File: src/rtl/serial_pattern_tx_pkg.sv
// Shared definitions for the serial pattern transmitter: FSM states and repeat-count width.
package serial_pattern_tx_pkg;

  localparam int unsigned REP_W = 4;

  typedef enum logic [1:0] {
    ST_IDLE   = 2'd0,
    ST_SHIFT  = 2'd1,
    ST_PARITY = 2'd2
  } tx_state_t;

endpackage

File: src/rtl/tx_bit_timer.sv
// Bit hold timer: strobes bit_tick on the last of every HOLD cycles while run is high.
module tx_bit_timer #(
  parameter int unsigned HOLD = 1
) (
  input  logic clock,
  input  logic reset_n,
  input  logic start,
  input  logic abort,
  input  logic run,
  output logic bit_tick
);

  localparam int unsigned CNT_W = $clog2(HOLD) + 1;
  localparam logic [CNT_W-1:0] LAST = CNT_W'(HOLD - 1);

  logic [CNT_W-1:0] hold_cnt;

  // With HOLD=1 the tick fires every running cycle, so hold_cnt never leaves 0.
  assign bit_tick = run && (hold_cnt == LAST);

  always_ff @(posedge clock or negedge reset_n) begin
    if (!reset_n) begin
      hold_cnt <= '0;
    end else if (start || abort || bit_tick) begin
      hold_cnt <= '0;
    end else if (run) begin
      hold_cnt <= hold_cnt + 1'b1;
    end
  end

endmodule

File: src/rtl/serial_pattern_tx.sv
// Serial pattern transmitter: shifts a loaded word out LSB-first on `a`, repeated load_count+1 times.
// Optional even-parity slot after each word when SERIAL_PATTERN_TX_PARITY_EN is defined.
module serial_pattern_tx
  import serial_pattern_tx_pkg::*;
#(
  parameter int unsigned WIDTH      = 8,
  parameter int unsigned HOLD       = 1,
  parameter logic        IDLE_LEVEL = 1'b0
) (
  input  logic             clock,
  input  logic             reset_n,
  input  logic             load_valid,
  output logic             load_ready,
  input  logic [WIDTH-1:0] load_data,
  input  logic [REP_W-1:0] load_count,
  input  logic             abort,
  output logic             a,
  output logic             busy,
  output logic             done
);

  localparam int unsigned IDX_W = $clog2(WIDTH);
  localparam logic [IDX_W-1:0] LAST_IDX = IDX_W'(WIDTH - 1);

  tx_state_t        state;
  logic [WIDTH-1:0] data;
  logic [IDX_W-1:0] bit_idx;
  logic [IDX_W-1:0] next_idx;
  logic [REP_W-1:0] rep_cnt;
  logic             accept;
  logic             run;
  logic             bit_tick;
  logic             word_end;

  assign load_ready = (state == ST_IDLE);
  assign accept     = load_ready && load_valid;
  assign run        = (state != ST_IDLE);
  assign next_idx   = bit_idx + 1'b1;

`ifdef SERIAL_PATTERN_TX_PARITY_EN
  assign word_end = bit_tick && (state == ST_PARITY);
`else
  assign word_end = bit_tick && (bit_idx == LAST_IDX);
`endif

  tx_bit_timer #(.HOLD(HOLD)) u_timer (
    .clock    (clock),
    .reset_n  (reset_n),
    .start    (accept),
    .abort    (abort),
    .run      (run),
    .bit_tick (bit_tick)
  );

  // Priority when transmitting: abort, then end-of-word (repeat or finish), then bit advance.
  always_ff @(posedge clock or negedge reset_n) begin
    if (!reset_n) begin
      state   <= ST_IDLE;
      data    <= '0;
      bit_idx <= '0;
      rep_cnt <= '0;
      a       <= IDLE_LEVEL;
      busy    <= 1'b0;
      done    <= 1'b0;
    end else begin
      done <= 1'b0;
      if (state == ST_IDLE) begin
        if (load_valid) begin
          data    <= load_data;
          rep_cnt <= load_count;
          bit_idx <= '0;
          a       <= load_data[0];
          busy    <= 1'b1;
          state   <= ST_SHIFT;
        end
      end else if (abort) begin
        state <= ST_IDLE;
        a     <= IDLE_LEVEL;
        busy  <= 1'b0;
      end else if (word_end) begin
        if (rep_cnt != '0) begin
          rep_cnt <= rep_cnt - 1'b1;
          bit_idx <= '0;
          a       <= data[0];
          state   <= ST_SHIFT;
        end else begin
          state <= ST_IDLE;
          a     <= IDLE_LEVEL;
          busy  <= 1'b0;
          done  <= 1'b1;
        end
      end else if (bit_tick) begin
`ifdef SERIAL_PATTERN_TX_PARITY_EN
        if (bit_idx == LAST_IDX) begin
          state <= ST_PARITY;
          a     <= ^data;
        end else
`endif
        begin
          bit_idx <= next_idx;
          a       <= data[next_idx];
        end
      end
    end
  end

endmodule

File: config.mk
export PLATFORM = sky130hd
export DESIGN_NAME = serial_pattern_tx
export DESIGN_NICKNAME = d
export VERILOG_FILES = /design/src/rtl/serial_pattern_tx_pkg.sv /design/src/rtl/tx_bit_timer.sv /design/src/rtl/serial_pattern_tx.sv
export SDC_FILE = /design/constraint.sdc
export NUM_CORES = 1
export LEC_CHECK = 0
export CAP_MARGIN = 20
export CORE_MARGIN = 2
export CORE_UTILIZATION = 50
export DETAILED_ROUTE_END_ITERATION = 6
export GPL_ROUTABILITY_DRIVEN = 0
export PLACE_DENSITY = 0.89
export SYNTH_ARGS = -nofsm -noshare
export SYNTH_HDL_FRONTEND = slang
export SYNTH_SLANG_ARGS = --single-unit
File: constraint.sdc
create_clock -name clock -period 1.9 [get_ports clock]
set_input_delay 0.285 -clock clock [delete_from_list [all_inputs] [get_ports clock]]
set_output_delay 0.285 -clock clock [all_outputs]
set_load 0.02 [all_outputs]
==> impl_metrics.csv <==
group,metric,value,unit
clock_network,htree_num_levels,1,
power,leakage,0.626,nW
global_routing,grt_util_met1,0.215,
power,seqPwrFrac,0.474,
cells_and_area,antenna_cells,0,
floorplan,die_area,0.00250,mm^2
clock_network,clock_tree.buffer_depth,2,
worst_setup_path,reg2reg_slack,0.11,ns
worst_setup_path,path_cells,"inv_2 > clkdlybuf4s50_1",
cells_and_area,area_growth,23.6,%
place,pre_cts_slack,0.0800,ns
cells_and_area,final_cells,162,
route,wl,2.15,mm
timing,maxSlewViolCount,0,
global_routing,antenna_found_initial,0,
worst_setup_path,worstPathArrival,1.54,ns
worst_setup_path,slowest_delay,0.61,ns
worst_setup_path,crit_buf_inv,2,
floorplan,rows,16,
global_routing,grt_pass1_vias,852,
clock_network,post-cts-setup-buffers,0,
worst_setup_path,rr_endpoint,"bit_idx[1]",
worst_setup_path,slowest_stage,"clkdlybuf4s50_1",
timing,fin_worst_skew,0.00363,ns
worst_hold_path,hp-class,"in -> async",
timing,tightest_slew,0.370,ns
global_routing,grt_usage,0.183,
synth,seq_area_frac_synth,0.474,
worst_setup_path,regToRegStartpoint,"rep_cnt[0]",
status,status,"finished clean",
power,switchingPower,0.440,mW
clock_network,cts_tree,"built",
clock_network,cts_root_buffer,"clkbuf_4",
cells_and_area,layout_common_cells,"nand2_1, dfrtp_1, clkdlybuf4s50_1",
clock_network,cts_sinks,20,
synth,yosys_warnings,0,
timing,rsz0062_at_grt,"false",
global_routing,overflow,0,
synth,syn_nets,134,
power,p_int,0.821,mW
cells_and_area,final_common_cell,"nand2_1",
synth,syn_inst,115,
cells_and_area,drive_above_1_share,0.0815,
synth,synth_top_cell_area_share,0.474,
synth,ys_seq_elements,20,
cells_and_area,n_fill_cell,148,
clock_network,cts_buffers,3,
route,vias,920,
worst_setup_path,crit_required,1.62,ns
route,drt_pass1_iterations,4,
floorplan,core-area,0.00198,mm^2
clock_network,worstSkewPairLatency,0.30,ns
timing,period_needed,1.83,ns
place,hpwl,1.57,mm
route,viasPerCell,5.68,
worst_setup_path,crit_fanout,12,
global_routing,grt_pass1_wl,3.46,mm
worst_setup_path,start_kind,"register",
global_routing,grt_busiest_layer,"met2",
route,drcViolationCount,0,
clock_network,holdBufCountCts,0,
timing,fmax,0.546,GHz
worst_setup_path,cp-end-kind,"primary output",
power,combPwrFrac,0.371,
floorplan,start_util,0.533,
timing,slew_headroom,0.753,
power,p_total,1.26,mW
cells_and_area,multiInputGateArea,523,um^2
synth,syn_area,0.00106,mm^2
power,pwr-share-clk,0.154,
route,ant_nets,0,
cells_and_area,ff_latch_area,502,um^2
floorplan,die_w,50.0,um
timing,period_share,0.963,
worst_setup_path,crit_family,"buffers and inverters",
power,sw_frac_of_total,0.349,
place,port_buffers,19,
floorplan,pin_count,20,
route,post_drt_wl_per_cell,13.3,um
cells_and_area,final_util,0.658,
worst_setup_path,worstRegToRegCells,6,
synth,synth_top_cell_by_area,"dfrtp_1",
clock_network,clk_pin_slew,0.10,ns
global_routing,grt_max_degree,21,
synth,synthDistinctLibCells,32,
clock_network,cts.repair.resized,0,
place,numPlacedInstances,159,
cells_and_area,layout.nets,156,
synth,syn_avg_cell_area,9.18,um^2
global_routing,grtUsageMet2,0.304,
timing,worst_slack,0.0701,ns
global_routing,grtUsageMet3,0.0303,
synth,synth_area_leaders,"dfrtp_1, nand2_1, mux2i_1",
route,drtIter0Drc,28,
power,power-per-cell-area,966,mW/mm^2
timing,fin_tns_setup,0,ns
flow_run,cap_violations,0,
floorplan,die_y,50.0,um
worst_setup_path,path_class,"reg -> out",
power,ir_worst_vdd,0.000515,V
timing,finalSetupViolations,0,
timing,hold_violations,0,
==> registers in the layout, summed over array words and instances, names as in the netlist <==
name / cells
data: 8
rep_cnt: 4
bit_idx: 3
a: 1
busy: 1
done: 1
state: 1
u_timer.hold_cnt: 1
==> routing by layer <==
| metal | vias up | share of wire |
|---|---|---|
| met2 | 30 | 0.51 |
| met5 | - | 0 |
| met1 | 444 | 0.43 |
| li1 | 441 | - |
| met3 | 5 | 0.033 |
| met4 | 0 | 0.025 |
==> worst register-to-register path, stage by stage, from the launching register on <==
cell and delay (ns):
dfrtp_1 0.41, inv_1 0.10, ha_1 0.22, nor3b_2 0.31
nand2_1 0.09, a21o_1 0.23, mux2_1 0.32
==> metrics by stage <==
step           hold WS [ns]  cell area (um^2)
6_report              0.315              1310
5_1_grt               0.340              1310
4_1_cts               0.332              1300
3_5_place_dp          0.469              1270
3_3_place_gp          0.458              1270
2_1_floorplan       -0.0106              1060
==> kinds of logic after synthesis <==
group,after synthesis,synth area share
multiplexers,7,0.0699
adder cells (fa/ha/maj),3,0.0355
AND/OR/NAND/NOR,58,0.270
AO/OA/AOI/OAI,18,0.114
flip-flops,20,0.474
buffers and inverters,9,0.0367
==> Yosys cell counts (all sizes together) <==
cell type / n
a211oi: 2
a21o: 2
a21oi: 6
a221oi: 1
a311o: 1
and2b: 1
and3: 3
and4: 1
buf: 4
dfrtp: 20
ha: 3
inv: 5
mux2: 3
mux2i: 4
nand2: 30
nand2b: 3
nand3: 1
nand3b: 1
nor2: 9
nor3: 4
nor3b: 2
nor4: 1
o21a: 1
o21ai: 2
o22ai: 1
o311ai: 1
o32ai: 1
or2: 1
or3b: 1
==> final cells by class <==
cell class,instances,area share
multi-input combinational,86,0.401
tap,27,0.0259
timing repair buffer,21,0.157
inverter,5,0.0144
clock buffer,3,0.0173
sequential,20,0.384
==> worst max path at each step <==
stage,from,to,cells after the start
final,state[0],load_ready,2
after global routing,state[0],load_ready,2
after CTS,state[0],load_ready,2
after detailed placement,abort,rep_cnt[3],5
after global placement,abort,rep_cnt[3],5
after floorplan,bit_idx[0],a,5
==> power groups by stage <==
stage	combinational [mW]	sequential (mW)	clock [mW]
global placement	0.445	0.596	0
finish	0.468	0.598	0.195
global route	0.519	0.606	0.222
floorplan	0.327	0.592	0
CTS	0.467	0.594	0.196
detailed placement	0.463	0.603	0
No activity file was read; power rests on OpenSTA's default activity.
